==> config.mk <==
export PLATFORM = sky130hd
export DESIGN_NAME = altpll_c0_gen
export DESIGN_NICKNAME = d
export VERILOG_FILES = /design/src/rtl/pll_pkg.sv /design/src/rtl/pll_lock_counter.sv /design/src/rtl/altpll_c0_gen.sv
export SDC_FILE = /design/constraint.sdc
export NUM_CORES = 1
export LEC_CHECK = 0
export ABC_CLOCK_PERIOD_IN_PS = 3000
export BUFFER_PORTS_ARGS = -buffer_cell sky130_fd_sc_hd__buf_4
export CORE_AREA = 2 2 39 41
export CTS_CLUSTER_SIZE = 12
export DETAILED_ROUTE_END_ITERATION = 12
export DIE_AREA = 0 0 41 43
export PLACE_DENSITY = 0.44
export SYNTH_ARGS = -nofsm -noshare
export SYNTH_HDL_FRONTEND = slang
export SYNTH_HIERARCHICAL = 1
export SYNTH_SLANG_ARGS = --single-unit
==> constraint.sdc <==
create_clock -name inclk0 -period 3 [get_ports inclk0]
set_clock_uncertainty 0.2 [all_clocks]
set_input_delay 0.3 -clock inclk0 [delete_from_list [all_inputs] [get_ports inclk0]]
set_output_delay 0.3 -clock inclk0 [all_outputs]
set_load 0.005 [all_outputs]
==> src/rtl/pll_pkg.sv <==
// Shared constants and elaboration helpers for the soft PLL replacement.
// Used by the clock divider top and its lock counter.
package pll_pkg;

  localparam int LockCyclesDefault = 64;

  // clog2 with a floor of one bit so degenerate ranges still get a legal vector.
  function automatic int cnt_width(input int n);
    if (n <= 2) begin
      return 1;
    end
    return $clog2(n);
  endfunction

  function automatic bit params_legal(input int clk_divide, input int high_cycles,
                                      input int phase_cycles, input int lock_cycles);
    if (clk_divide < 1) begin
      return 1'b0;
    end
    if (lock_cycles < 1) begin
      return 1'b0;
    end
    if (clk_divide >= 2) begin
      if (high_cycles < 1 || high_cycles > clk_divide - 1) begin
        return 1'b0;
      end
      if (phase_cycles < 0 || phase_cycles > clk_divide - 1) begin
        return 1'b0;
      end
    end
    return 1'b1;
  endfunction

endpackage

==> src/rtl/pll_lock_counter.sv <==
// Saturating reset-release counter: locked_o rises LockCycles edges after reset drops
// and holds until the next reset.
module pll_lock_counter
  import pll_pkg::*;
#(
  parameter int LockCycles = LockCyclesDefault
) (
  input  logic clk_i,
  input  logic reset_i,
  output logic locked_o
);

  localparam int CntW = cnt_width(LockCycles + 1);

  logic [CntW-1:0] cnt_q, cnt_d;
  logic            locked_q, locked_d;

  always_comb begin
    cnt_d    = cnt_q;
    locked_d = locked_q;
    // Counter freezes once locked so it never wraps.
    if (!locked_q) begin
      cnt_d = cnt_q + CntW'(1);
      if (cnt_q == CntW'(LockCycles - 1)) begin
        locked_d = 1'b1;
      end
    end
  end

  always_ff @(posedge clk_i) begin
    if (reset_i) begin
      cnt_q    <= '0;
      locked_q <= 1'b0;
    end else begin
      cnt_q    <= cnt_d;
      locked_q <= locked_d;
    end
  end

  assign locked_o = locked_q;

endmodule

==> src/rtl/altpll_c0_gen.sv <==
// Soft stand-in for the vendor PLL: integer clock divider with programmable duty and
// phase (in inclk0 cycles) plus a counter-based lock indicator.
module altpll_c0_gen
  import pll_pkg::*;
#(
  parameter int CLK_DIVIDE   = 1,
  parameter int HIGH_CYCLES  = CLK_DIVIDE / 2,
  parameter int PHASE_CYCLES = 0,
  parameter int LOCK_CYCLES  = LockCyclesDefault
) (
  input  logic inclk0,
  input  logic reset,
  output logic c0,
  output logic locked
);

  if (!params_legal(CLK_DIVIDE, HIGH_CYCLES, PHASE_CYCLES, LOCK_CYCLES)) begin : g_param_fatal
    $fatal(1, "altpll_c0_gen: illegal parameters CLK_DIVIDE=%0d HIGH_CYCLES=%0d PHASE_CYCLES=%0d LOCK_CYCLES=%0d",
           CLK_DIVIDE, HIGH_CYCLES, PHASE_CYCLES, LOCK_CYCLES);
  end

  pll_lock_counter #(
    .LockCycles(LOCK_CYCLES)
  ) u_lock (
    .clk_i   (inclk0),
    .reset_i (reset),
    .locked_o(locked)
  );

  if (CLK_DIVIDE == 1) begin : g_bypass
    assign c0 = inclk0;
  end else begin : g_divide
    localparam int CntW = cnt_width(CLK_DIVIDE);
    localparam int SumW = CntW + 1;
    localparam logic [SumW-1:0] DivW    = SumW'(CLK_DIVIDE);
    localparam logic [SumW-1:0] OffsetW = SumW'(CLK_DIVIDE - PHASE_CYCLES);
    localparam logic [SumW-1:0] HighW   = SumW'(HIGH_CYCLES);

    logic [CntW-1:0] cnt_q, cnt_d;
    logic [SumW-1:0] sum, pos;
    logic            c0_q, c0_d;

    // cnt + offset stays below 2*CLK_DIVIDE, so one conditional subtract replaces the modulo.
    always_comb begin
      sum   = {1'b0, cnt_q} + OffsetW;
      pos   = (sum >= DivW) ? (sum - DivW) : sum;
      c0_d  = (pos < HighW);
      cnt_d = (cnt_q == CntW'(CLK_DIVIDE - 1)) ? '0 : (cnt_q + CntW'(1));
    end

    always_ff @(posedge inclk0) begin
      if (reset) begin
        cnt_q <= '0;
        c0_q  <= 1'b0;
      end else begin
        cnt_q <= cnt_d;
        c0_q  <= c0_d;
      end
    end

    assign c0 = c0_q;
  end

endmodule

* After elaboration in Yosys (flattened, before gate mapping)
Cells that the tools add are included.
Word-level totals: memories 0, output and inout bits 2, bits in read-only memories 0, latch bits 0, word-level logic and storage cells 6, memory bits (writable) 0, input bits 2, register bits after elaboration 8
Operators by class: multipliers 0, reductions and logical operators 0, magnitude comparators 0, $add $sub $neg 1, equality and inequality tests 1, multiplexer cells 2, shift operators 0, divide/modulo/power cells 0, bitwise operators 0
Operator list (number):
- $add 7x1->7 const B | 1
- $eq 7x6->1 const B | 1
- $mux 1 | 2

* Longest topological paths before layout
depth in word-level cells 3, gate-level depth with buffers 4, mapped depth without buffers 4

* Modules after synthesis
Netlist, hierarchy kept.
By module, submodules not included:
- pll_lock_counter | cells each 34, times used 1, area an instance 345.3 µm², seq. area each 160.2 µm²
- altpll_c0_gen | cells each 1, times used 1, area an instance 7.5 µm², seq. area each 0.0 µm²

==> impl_metrics.env <==
export IMPL_outcome="finished clean"
export IMPL_synth_area_per_cell_sq_um=10.08
export IMPL_critPathLaunchType="clock port"
export IMPL_drt_iter0_drc=0
export IMPL_postCtsSetupBuffers=0
export IMPL_syn_nets=38
export IMPL_synth_most_common_cell="dfxtp_1"
export IMPL_ant_nets=0
export IMPL_die_area_sq_um=1763
export IMPL_fp_row_count=14
export IMPL_ys_top_cells_by_area="dfxtp_1 45%, nor2_1 5.3%, xnor2_1 5.0%"
export IMPL_synth_cell_area_sq_um=352.8
export IMPL_grt_antenna_before_repair=0
export IMPL_via_per_inst=4.373
export IMPL_synth_top_area_share=0.4539
export IMPL_setup_violations=0
export IMPL_worstSetupPathType="clk -> out"
export IMPL_crit_fanout=2
export IMPL_netlist_top_cells_count="8 x dfxtp_1, 5 x nor2_1"
export IMPL_die_width_microns=41
export IMPL_fillers=150
export IMPL_required_ns=2.50
export IMPL_p_per_area_nw_per_um2=657.2
export IMPL_grt_ovfl_total=0
export IMPL_synthArstFlopShare=0
export IMPL_cts_tree="done"
export IMPL_gp_congestion=0.6970
export IMPL_drc=0
export IMPL_maxCapViolCount=0
export IMPL_synth_distinct_cells=20
export IMPL_grt_first_pass_wirelength_microns=1090
export IMPL_ys_seq_area_frac=0.4539
export IMPL_grt_max_degree=10
export IMPL_initial_core_util=0.2550
export IMPL_synth_warnings=6
export IMPL_synth_top_area_cell="dfxtp_1"
export IMPL_timing_final_ws_setup_ns=0.6426
export IMPL_final_nets=48
export IMPL_synth_cells=35
export IMPL_clkTransAtPathRegs_ns=0.05
export IMPL_dpl_hpwl_microns=407.6
export IMPL_track_usage=0.1150
export IMPL_n_antenna_cell=0
export IMPL_end_kind="output port"
export IMPL_routedWlPerCell_microns=10.63
export IMPL_setup_tns_ns=0
export IMPL_cp_common_cell="clkbuf_4"
export IMPL_port_buffers=3
export IMPL_hp_class="reg -> reg"
export IMPL_drive_gt1_frac=0.2558
export IMPL_ys_flop_type="dfxtp_1"
export IMPL_cp_top_family="buffers and inverters"
export IMPL_pre_cts_slack_ns=0.8893
export IMPL_die_y_microns=43
export IMPL_cpPeakStageDelay_ns=0.12
export IMPL_crit_chain="clkbuf_4 > clkbuf_4 > buf_4"
export IMPL_tightest_slew_ns=0.2381
export IMPL_io_pins=4
export IMPL_slew_headroom=0.8410
export IMPL_drt_pre_antenna_iters=1
export IMPL_core_area_sq_um=1384
export IMPL_worst_ep_arrival_time_ns=1.86
export IMPL_leakage_nw=0.1746
export IMPL_vdd_drop_max_uv=237.6
export IMPL_drt_total_wl_microns=627
export IMPL_rsz0062_at_grt="no"
export IMPL_yosys_register_bits=8
export IMPL_num_vias=258
export IMPL_slew_viol_final=0
export IMPL_cp_buffers_inverters=3
export IMPL_grt_pass1_vias=305
export IMPL_syn_to_final_growth_pct=24.47
export IMPL_cp_slowest_cell="clkbuf_4"
export IMPL_synth_edf_count=0
export IMPL_finalHoldViolCount=0
export IMPL_clkLatencyLatePin_ns=0.36
## kinds of logic (layout without fill, tap and decap cells)
| logic type | after synthesis | in the layout | share of synthesized area |
|---|---|---|---|
| DFF | 8 | 8 | 0.4539 |
| muxes | 2 | 2 | 0.07091 |
| xor gates and xnor gates | 4 | 4 | 0.09931 |
| AOI/OAI and AO/OA | 3 | 3 | 0.04254 |
| buffers and inverters | 3 | 11 | 0.04254 |
| adders and majority gates | 1 | 1 | 0.03546 |
| and+or+nand+nor | 14 | 14 | 0.2553 |
## sequential cells by signal, indices dropped and copies added (netlist names)
signal,flops
u_lock/cnt_q,7
u_lock/locked_o,1
## metrics by stage
step	power, mW	cell area, sq um	cells	hold slack [ns]	utilization
floorplan	0.1460	352.8	35	0.1808	-
global placement	0.1486	384.1	52	0.1808	0.2776
detailed placement	0.1491	384.1	52	0.1808	0.2776
CTS	0.2995	439.2	59	0.2876	0.3174
global route	0.3111	439.2	59	0.3642	0.3174
finish	0.2886	439.2	59	0.2859	0.3174
## tightest hold or removal path, stage by stage (launching register included)
cell and delay [ns]:
dfxtp_1 0.31, o21ai_0 0.07, a21oi_1 0.06
## cells in the final DEF (no fill, tap or decap), drive strengths merged
master       instances
clkbuf               6
dlygate4sd3          1
nand2b               1
xnor2                2
nand3                1
nand4                1
mux2                 1
or3                  1
nor2                 5
ha                   1
dfxtp                8
inv                  1
buf                  3
a21oi                2
or3b                 1
nor2b                2
mux2i                1
nand4b               1
and4b                1
o21ai                1
xor2                 2
## cell type report
class,count,area [sq um],area share
inverters,1,3.754,0.008547
repair buffers,3,25.02,0.05698
clock buffers,7,52.55,0.1197
well taps,16,20.02,0.04558
multi-input cells,24,177.7,0.4046
flip-flops and latches,8,160.2,0.3647
## power breakdown
group	internal, mW	switching (mW)	leakage (nW)
combinational	0.00704	0.00609	0.0771
sequential	0.110	0.00313	0.0651
clock	0.106	0.0564	0.0324
total	0.223	0.0656	0.175
## path summary, 6_finish.rpt
kind              startpoint              end  slack [ns]  cells after the start
max                   inclk0               c0        0.64                      3
min          u_lock/cnt_q[6]  u_lock/cnt_q[6]        0.29                      2
max reg2reg  u_lock/locked_o  u_lock/cnt_q[5]        1.58                      3
min reg2reg  u_lock/cnt_q[6]  u_lock/cnt_q[6]        0.29                      2
## per-layer routing
layer | wire (microns) | global-route usage
met4 | 16 | 0.2333
met3 | 18 | 0.06283
met5 | 0 | 0
met2 | 310 | 0.1219
met1 | 282 | 0.09150
## timing repair
| action | 4_1_cts | 5_1_grt |
|---|---|---|
| hold endpoints to repair | 7 | 0 |
| gates resized for setup | 0 | 0 |
| hold buffers | 1 | 0 |
Power figures use the tool's default switching activity.
